## src/rtl/rf_wr_arbiter.sv

```systemverilog
// Round-robin arbiter sharing one register-file write port between two
// writeback requesters, plus a sequencer that zeroes every register on command.
module rf_wr_arbiter #(
  parameter int AW    = 6,
  parameter int DW    = 32,
  parameter int DEPTH = 64
) (
  input  logic          clk,
  input  logic          rst,
  input  logic          req0_valid,
  output logic          req0_ready,
  input  logic [AW-1:0] req0_addr,
  input  logic [DW-1:0] req0_data,
  input  logic          req1_valid,
  output logic          req1_ready,
  input  logic [AW-1:0] req1_addr,
  input  logic [DW-1:0] req1_data,
  input  logic          clr_start,
  output logic          clr_busy,
  output logic          clr_done,
  output logic          wEna,
  output logic [AW-1:0] wAddr,
  output logic [DW-1:0] wDin
);

  typedef enum logic [0:0] {
    IDLE  = 1'b0,
    CLEAR = 1'b1
  } state_t;

  localparam logic [AW-1:0] LAST_ADDR = AW'(DEPTH - 1);

  if (DEPTH != (1 << AW)) begin : g_depth_check
    $error("rf_wr_arbiter: DEPTH must equal 2**AW");
  end

  state_t        r_state;
  logic          r_rr_pref;  // 0: requester 0 wins a tie, 1: requester 1 wins
  logic [AW-1:0] r_cnt;

  logic w_arb_ok;
  logic w_gnt0;
  logic w_gnt1;

  // A grant is only possible in IDLE outside reset, and a clear request
  // pre-empts any pending writes in the same cycle.
  assign w_arb_ok = !rst && (r_state == IDLE) && !clr_start;
  assign w_gnt0   = w_arb_ok && req0_valid && (!req1_valid || !r_rr_pref);
  assign w_gnt1   = w_arb_ok && req1_valid && (!req0_valid ||  r_rr_pref);

  assign req0_ready = w_gnt0;
  assign req1_ready = w_gnt1;
  assign clr_busy   = (r_state == CLEAR);

  // NOTE: all state here uses non-blocking assignments so every register
  // samples the pre-edge values of the others, regardless of statement order.
  always_ff @(posedge clk) begin
    if (rst) begin
      r_state   <= IDLE;
      r_rr_pref <= 1'b0;
      r_cnt     <= '0;
      wEna      <= 1'b0;
      wAddr     <= '0;
      wDin      <= '0;
      clr_done  <= 1'b0;
    end else begin
      unique case (r_state)
        IDLE: begin
          clr_done <= 1'b0;
          if (clr_start) begin
            r_state <= CLEAR;
            r_cnt   <= '0;
            wEna    <= 1'b0;
          end else if (w_gnt0) begin
            wEna      <= 1'b1;
            wAddr     <= req0_addr;
            wDin      <= req0_data;
            r_rr_pref <= 1'b1;
          end else if (w_gnt1) begin
            wEna      <= 1'b1;
            wAddr     <= req1_addr;
            wDin      <= req1_data;
            r_rr_pref <= 1'b0;
          end else begin
            wEna <= 1'b0;
          end
        end

        CLEAR: begin
          wEna  <= 1'b1;
          wAddr <= r_cnt;
          wDin  <= '0;
          r_cnt <= r_cnt + 1'b1;
          // The done pulse lands together with the final zero write.
          if (r_cnt == LAST_ADDR) begin
            clr_done <= 1'b1;
            r_state  <= IDLE;
          end else begin
            clr_done <= 1'b0;
          end
        end

        default: begin
          r_state  <= IDLE;
          wEna     <= 1'b0;
          clr_done <= 1'b0;
        end
      endcase
    end
  end

endmodule

```

## config.mk

```make
export PLATFORM = sky130hd
export DESIGN_NAME = rf_wr_arbiter
export DESIGN_NICKNAME = d
export VERILOG_FILES = /design/src/rtl/rf_wr_arbiter.sv
export SDC_FILE = /design/constraint.sdc
export NUM_CORES = 1
export LEC_CHECK = 0
export ABC_CLOCK_PERIOD_IN_PS = 2900
export CORE_UTILIZATION = 42
export CTS_CLUSTER_DIAMETER = 80
export CTS_CLUSTER_SIZE = 20
export DETAILED_ROUTE_END_ITERATION = 8
export GPL_TIMING_DRIVEN = 1
export PLACE_DENSITY = 0.88
export SLEW_MARGIN = 40
export SYNTH_ARGS = -nofsm -noshare
export SYNTH_HDL_FRONTEND = slang
export SYNTH_SLANG_ARGS = --single-unit
```

## constraint.sdc

```tcl
create_clock -name clk -period 2.9 [get_ports clk]
set_clock_uncertainty 0.15 [all_clocks]
set_input_delay 0.58 -clock clk [delete_from_list [all_inputs] [get_ports clk]]
set_output_delay 0.58 -clock clk [all_outputs]
set_load 0.005 [all_outputs]
```

==> impl_summary.md, run 1 <==
Setup path
STA classifies the critical path endpoint as a primary output. The class of the most critical setup path is input pin to primary output. The depth of the worst register-to-register path is 5. In this run the worst path has a maximum fanout of 5. The startpoint identified for the worst register-to-register timing path is clr_busy. The required time at the worst-slack endpoint is 2.17 ns.

The capture point of the worst reg-to-reg path is wDin[4]. The worst setup path is launched from an input pin. The setup slack of the worst register-to-register path is 1.07 ns. The arrival time at the worst endpoint is 2.06 ns.

STA
The period utilization is 0.9608. The number of pins exceeding their max-slew limit in the final report is 0. The highest clock frequency the design can meet is 0.3589 GHz. For the pin with the worst max-slew slack, the measured transition is 0.6280 ns. The setup violation total in the final timing report is 0. The final setup TNS is 0 ns. The worst max-slew margin expressed relative to the limit is 0.5814. Setup repair after global routing left no endpoint under its margin. The post-layout minimum cycle time is 2.786 ns.

The number of hold-slack violations in the final timing report is 0.

Placed design
Summing all placed instances gives a cell area of 3452 um2. The count of port buffers added during placement is 123. The routability congestion estimate from global placement is 0.7453. The HPWL after detailed placement is 4254 um.

Power
The sequential power share is 0.496. Dividing total power by cell area gives a power density of 402.8 nW/um2. The total leakage power is 0.001457 uW. The fraction of power spent switching nets is 0.2332. Internal power comes to 1096 uW. The clock share of power is 0.289. The maximum resistive drop on vdd is 0.0002557 V. The switching power summed over all nets is 333.3 uW. The part of the total power dissipated in combinational logic is 0.215.

Floorplan
The area of the core is 5107 um2. The starting density of the core is 0.4388. The die boundary width is 75.05 um. The die covers 5632 um2.

The vertical extent of the die is 75.05 um. The standard-cell row count is 26. For this design the top-level I/O count stands at 124.

Min path
The startpoint identified for the worst hold timing path is wDin[7]. For hold timing, the worst endpoint is wDin[7]. The depth of the worst hold-timing path is 2. The tightest min-delay check is of the flip-flop to flip-flop type.

Clock network
The count of clock tree sinks is 48. The number of hold buffers added after CTS was 0. The H-tree was split into 2 levels.

The quantity of gates resized following cts is 0. In this run, CTS created clock tree buffers numbering 5. Clock tree synthesis selected as its root buffer the cell sky130_fd_sc_hd__clkbuf_8. After clock tree synthesis, the clock-pin slew on the worst setup and hold paths is 0.08 ns. The clock tree from TritonCTS is yes.

The maximum number of buffers from clock root to sink is 2. The source-to-sink clock delay at the later pin of the worst-skew pair is 0.28 ns. Post-CTS timing repair inserted 0 buffers for setup.

Yosys
Summed over all instances, the cell type with the most area after synthesis is sky130_fd_sc_hd__dfxtp_1. In this run, distinct cell masters in the synthesized netlist total 33. In this run the cell area of the synthesized design comes to 2241 um2. In this run the mean area of a mapped cell was 9.701 um2.

The share of the Yosys chip area taken by registers is 0.4288. In the post-synthesis netlist, the biggest area contributors are sky130_fd_sc_hd__dfxtp_1, sky130_fd_sc_hd__mux2i_1, sky130_fd_sc_hd__a211oi_1. The commonest cells after synthesis are sky130_fd_sc_hd__dfxtp_1, sky130_fd_sc_hd__mux2i_1, sky130_fd_sc_hd__a21oi_1. The portion of synthesized cell area occupied by the leading cell type is 0.4288. The prevailing post-synth register cell is sky130_fd_sc_hd__dfxtp_1. The post-synthesis cell count is 231. When the netlist entered floorplanning its net count stood at 313. The fraction of synthesis flops using an asynchronous set or reset pin is 0.

During synthesis, Yosys emitted a total of 0 warnings. The synthesized flop and latch total is 48. Counting flops with a built-in enable in the synthesized netlist gives 0. Yosys instantiated no cell more often than sky130_fd_sc_hd__dfxtp_1.

GRT
The pin count of the biggest net entering global routing is 65. Across every metal layer, demand over resource in global routing totals 0.2079. The global-route congestion overflow total is 0.

The first global-routing pass estimated 8894 um of wire. The initial antenna violation count is 0. The number of global-route vias before repair is 2004.

Outcome
The flow ran to the end, and the final reports show no timing, DRC or antenna violations.

Route
In the final routed layout, each cell accounts on average for 14.09 um. The detail route stage leaves a number of antenna-violating nets equal to 0. The total vias in the final route is 2196. The post-detailed-routing wire length is 5806 um. In the routed layout, each cell is associated on average with a via count of 5.330. The number of detailed-route iterations in the first pass is 4.

For this block, the initial DRC count from the detailed router was 101. The residual DRC count is 0.

Final layout
The number of antenna diodes in the final layout is 0. Fill cells in the final layout number 423. The finished cells cover 3548 um2. The area growth from synthesis to final layout is 58.35%. The share of cells above drive strength 1 is 0.04971. In the final design database the tool counted 424 nets.

Flow run
The max-capacitance violation count is 0.
power groups by stage:
stage               clock network [uW]  registers (uW)  logic (uW)
floorplan                            0             725         124
global placement                     0             722         304
detailed placement                   0             724         311
CTS                                421             708         312
global route                       452             712         335
finish                             413             708         308
cells by family after synthesis:
logic type | share of synthesized area
compound gates | 0.2356
fa+ha+maj | 0.005583
flops | 0.4288
simple gates | 0.08096
mux | 0.1792
buf+inv | 0.06588
xor+xnor | 0.003909
worst max path at each step:
stage	from	endpoint	slack, ns	cells after the start
after global routing	clr_start	req0_ready	0.05	5
after detailed placement	clr_start	req0_ready	0.12	5
after global placement	clr_start	req0_ready	0.19	5
after floorplan	rst	req0_ready	0.72	6
final	clr_start	req0_ready	0.11	5
after CTS	clr_start	req0_ready	0.11	5
layout by cell type, fill, tap and decap left out, types with 3 or more instances in the layout:
| cell | netlist | routed |
|---|---|---|
| sky130_fd_sc_hd__o22ai_1 | 4 | 4 |
| sky130_fd_sc_hd__dfxtp_1 | 48 | 48 |
| sky130_fd_sc_hd__a211oi_1 | 33 | 33 |
| sky130_fd_sc_hd__mux2i_1 | 39 | 39 |
| sky130_fd_sc_hd__a21oi_1 | 38 | 38 |
| sky130_fd_sc_hd__clkdlybuf4s50_1 | 0 | 122 |
| sky130_fd_sc_hd__nor2_1 | 8 | 8 |
| sky130_fd_sc_hd__buf_4 | 1 | 3 |
| sky130_fd_sc_hd__a22oi_1 | 4 | 4 |
| sky130_fd_sc_hd__nand2_1 | 3 | 3 |
| sky130_fd_sc_hd__clkbuf_8 | 0 | 7 |
| sky130_fd_sc_hd__inv_1 | 3 | 3 |
| sky130_fd_sc_hd__and3_1 | 4 | 4 |
area by class of cell:
cell class	instances	area (um2)	area share
multi-input cells	157	1140	0.3212
flip-flops and latches	48	960.9	0.2708
clock buffers	7	96.34	0.02715
inverters	4	15.01	0.004231
repair buffers	126	1249	0.3519
well taps	70	87.58	0.02468
worst max-delay path: stages:
cell and delay (ns):
sky130_fd_sc_hd__clkdlybuf4s50_1 0.51, sky130_fd_sc_hd__nor3_4 0.24, sky130_fd_sc_hd__nand3_2 0.15, sky130_fd_sc_hd__inv_1 0.08
sky130_fd_sc_hd__clkdlybuf4s50_1 0.49
through the flow:
| step | std cells | utilization | total power (uW) | hold WS, ns | setup slack [ns] |
|---|---|---|---|---|---|
| final | 412 | 0.6948 | 1429 | 0.3724 | 0.1137 |
| after CTS | 412 | 0.6948 | 1441 | 0.3736 | 0.1133 |
| after floorplan | 231 | - | 849.2 | 0.3100 | 0.7230 |
| after global placement | 405 | 0.6756 | 1025 | 0.3441 | 0.1882 |
| after detailed placement | 405 | 0.6759 | 1034 | 0.3626 | 0.1214 |
| after global routing | 412 | 0.6948 | 1499 | 0.4039 | 0.05424 |
state kept, by name (all words and copies together), names as in the netlist:
| name | flops |
|---|---|
| clr_busy | 1 |
| clr_done | 1 |
| r_cnt | 6 |
| r_rr_pref | 1 |
| wAddr | 6 |
| wDin | 32 |
| wEna | 1 |
routing by layer:
layer / share of wire / global-route usage / routed length (um)
met1: 0.40 / 0.2248 / 2324
met2: 0.52 / 0.3814 / 3020
met3: 0.061 / 0.06158 / 354
met4: 0.018 / 0.07757 / 107
met5: 0 / 0 / 0
Note: power is estimated with default switching activity, not from simulation.
==> run 2, diff against run 1 <==
CAP_MARGIN = 10   (was unset)
CORE_MARGIN = 1.5   (was unset)
==> run 2 against run 1 <==
  * Final cell count is 0.24% higher
  * Non-clock buffer count stayed put
  * Highest routed layer unchanged
  * Sequential cell count stayed put
  * Wire length is 1.2% higher
  * Worst setup slack better by 0.043 ns
  * Sequential power hardly changed
  * Count of clock-buffer cells in the layout is 1 higher
  * Worst hold slack worse by 0.0081 ns
  * Critical path depth stayed put
  * Global-route usage is 0.37 points lower
  * Utilization is 0.56 points lower
==> impl_summary.md, run 2 (synthesized netlist as in run 1, its figures left out) <==
Route
The post-detailed-routing wire length is 5876 um (+1.2%). The detailed-route wire length per cell is 14.23 um (+0.96%). The residual DRC count was 0 (unchanged). The iteration-0 DRC count of the detailed router is 106 (+5.0%).

The average vias per placed instance was 5.220 (-2.1%). The remaining antenna violation count after routing is 0 (unchanged). The total vias in the final route is 2156 (-1.8%). The number of detailed-route iterations in the first pass is 4 (unchanged).

Clock network
The quantity of gates resized following cts is 0 (unchanged). The source-to-sink clock delay at the later pin of the worst-skew pair is 0.29 ns (about the same). The setup fix buffers added after clock tree synthesis is 0 (unchanged).

The maximum number of buffers from clock root to sink was 2 (unchanged). The H-tree depth reported by CTS is 2 (unchanged). The library cell used as clock root buffer is sky130_fd_sc_hd__clkbuf_8. The clock slew at the register clock pins of the worst setup and hold paths is 0.08 ns (about the same).

TritonCTS built the clock tree. The total clock buffers created by CTS was 5 (unchanged). The count of clock tree sinks is 48 (unchanged). The hold-fix buffer count after cts is 0 (unchanged).

Setup path
The arrival time at the worst endpoint was 2.01 ns (-0.05 ns). The worst setup path is of the input pin to primary output kind. The delay of the slowest cell on the worst path was 0.49 ns (-0.02 ns). The worst setup path is captured at a primary output. The required time at the worst-slack endpoint is 2.17 ns (about the same). The worst-path cell with the longest stage delay is sky130_fd_sc_hd__clkdlybuf4s50_1. Walking the worst path, the cells encountered are clkdlybuf4s50_1 -> nor3_4 -> nand3_2 -> inv_1 -> clkdlybuf4s50_1.

The category of the worst setup path launch point is an input pin. The maximum fanout count along the critical path is 5 (unchanged). Among the stages of the critical path, the cell type that occurs most often is sky130_fd_sc_hd__clkdlybuf4s50_1.

GRT
The overall routing resource usage came to 0.2042 (-0.003676). The global-route congestion overflow total came to 0 (unchanged). The number of global-route vias before repair is 2089 (+4.2%). The first-pass GRT wire length came to 9777 um (+9.9%). The pin count of the biggest net entering global routing came to 65 (unchanged). The initial antenna violation count was 0 (unchanged).

Floorplan
The top-level port count is 124 (unchanged). The total die area is 5783 um2 (+2.7%). The starting density of the core is 0.4360 (-0.002777).

The vertical extent of the die is 76.05 um (+1.3%). The area of the core is 5140 um2 (+0.64%). The die boundary width came to 76.05 um (+1.3%). The standard-cell row count is 26 (unchanged).

STA
The post-layout minimum cycle time was 2.744 ns (-0.04271 ns). The worst max-slew margin expressed relative to the limit is 0.5881 (+0.006710). The period utilization is 0.9460 (-0.01473). The highest clock frequency the design can meet was 0.3645 GHz (+1.6%).

The number of pins exceeding their max-slew limit in the final report is 0 (unchanged). The final setup TNS is 0 ns (unchanged). The setup violation total in the final timing report is 0 (unchanged). The hold slack is 0.3643 ns (-0.008073 ns).

Setup repair after global routing left no endpoint under its margin. The number of hold-slack violations in the final timing report is 0 (unchanged). The slew of the pin with the lowest slew margin came to 0.6179 ns (-0.01007 ns).

Power
The total leakage power is 0.001453 uW (-0.33%). The overall power of the completed layout is 1416 uW (-0.95%). The maximum resistive drop on vdd came to 0.0002518 V (-1.5%). The power density of the placed cells is 399.7 nW/um2 (-0.78%).

Final layout
The share of cells above drive strength 1 was 0.04665 (-0.003060). In the layout the commonest cells are sky130_fd_sc_hd__clkdlybuf4s50_1, sky130_fd_sc_hd__dfxtp_1, sky130_fd_sc_hd__mux2i_1. Relative to the synthesized area, the layout overhead comes to 58.07%. The number of flip-flops under the largest register name is 32 (unchanged). The net total in the final layout was 424 (unchanged). The number of inserted diodes is 0 (unchanged). The total of fill cells in the finished design is 464 (+9.7%). In the final layout, the registers with the most flip-flops are wDin x32, r_cnt x6, wAddr x6. The library cell used most frequently in the layout, excluding fill and tap cells, is sky130_fd_sc_hd__clkdlybuf4s50_1. The register with the most flip-flops in the final layout is wDin.

Min path
The worst hold path class is flip-flop to flip-flop.

Placed design
The count of port buffers added during placement is 123 (unchanged). The routability congestion estimate from global placement is 0.7302 (-2.0%). The total half-perimeter wirelength after legalization and detailed placement is 4312 um (+1.4%).

Flow run
The max-capacitance violation count is 0 (unchanged).

Outcome
The run finished with clean final reports.
run 2: cell count changes in the layout (fill, tap and decap cells not counted), sizes merged:
| cell | previous run | this run |
|---|---|---|
| clkbuf | 7 | 8 |
run 2: worst max-delay path, delay by kind of cell:
family                 cells  cell delay, ns
buffers and inverters      3            1.05
AND/OR/NAND/NOR            2            0.38
run 2: final cells by class:
type / instances / area [um2] / share of cell area
inverter: 4 / 15.01 / 0.004239
sequential: 48 / 960.9 / 0.2713
clock buffer: 8 / 90.09 / 0.02543
multi-input combinational: 157 / 1140 / 0.3218
timing repair buffer: 126 / 1249 / 0.3525
tap: 70 / 87.58 / 0.02473
run 2: final timing paths:
path / start / endpoint / slack (ns) / cells after the start
worst max-delay path: clr_start / req0_ready / 0.16 / 5
worst max register to register: clr_busy / wDin[0] / 0.86 / 5
worst min-delay path: r_cnt[5] / clr_done / 0.36 / 2
worst min register to register: r_cnt[5] / clr_done / 0.36 / 2
run 2: per-layer routing:
metal / vias to the layer above / GRT usage / share of wire
li1: 1093 / - / -
met4: 0 / 0.04630 / 0.0075
met1: 989 / 0.2416 / 0.41
met3: 4 / 0.05868 / 0.057
met5: - / 0 / 0
met2: 70 / 0.3658 / 0.52
run 2: stage by stage:
step / cell area (um2) / std cells / util / worst slack (ns)
after CTS: 3542 / 413 / 0.6891 / 0.1496
after floorplan: 2241 / 231 / - / 0.7230
after detailed placement: 3452 / 405 / 0.6716 / 0.1610
final: 3542 / 413 / 0.6891 / 0.1565
after global placement: 3451 / 405 / 0.6714 / 0.1845
after global routing: 3542 / 413 / 0.6891 / 0.09338
run 2: power breakdown:
part / switching [uW] / internal (uW) / leakage [uW] / total, uW
Clock: 204 / 195 / 0.0000455 / 399
Combinational: 114 / 193 / 0.00102 / 307
Sequential: 19.0 / 690 / 0.000392 / 709
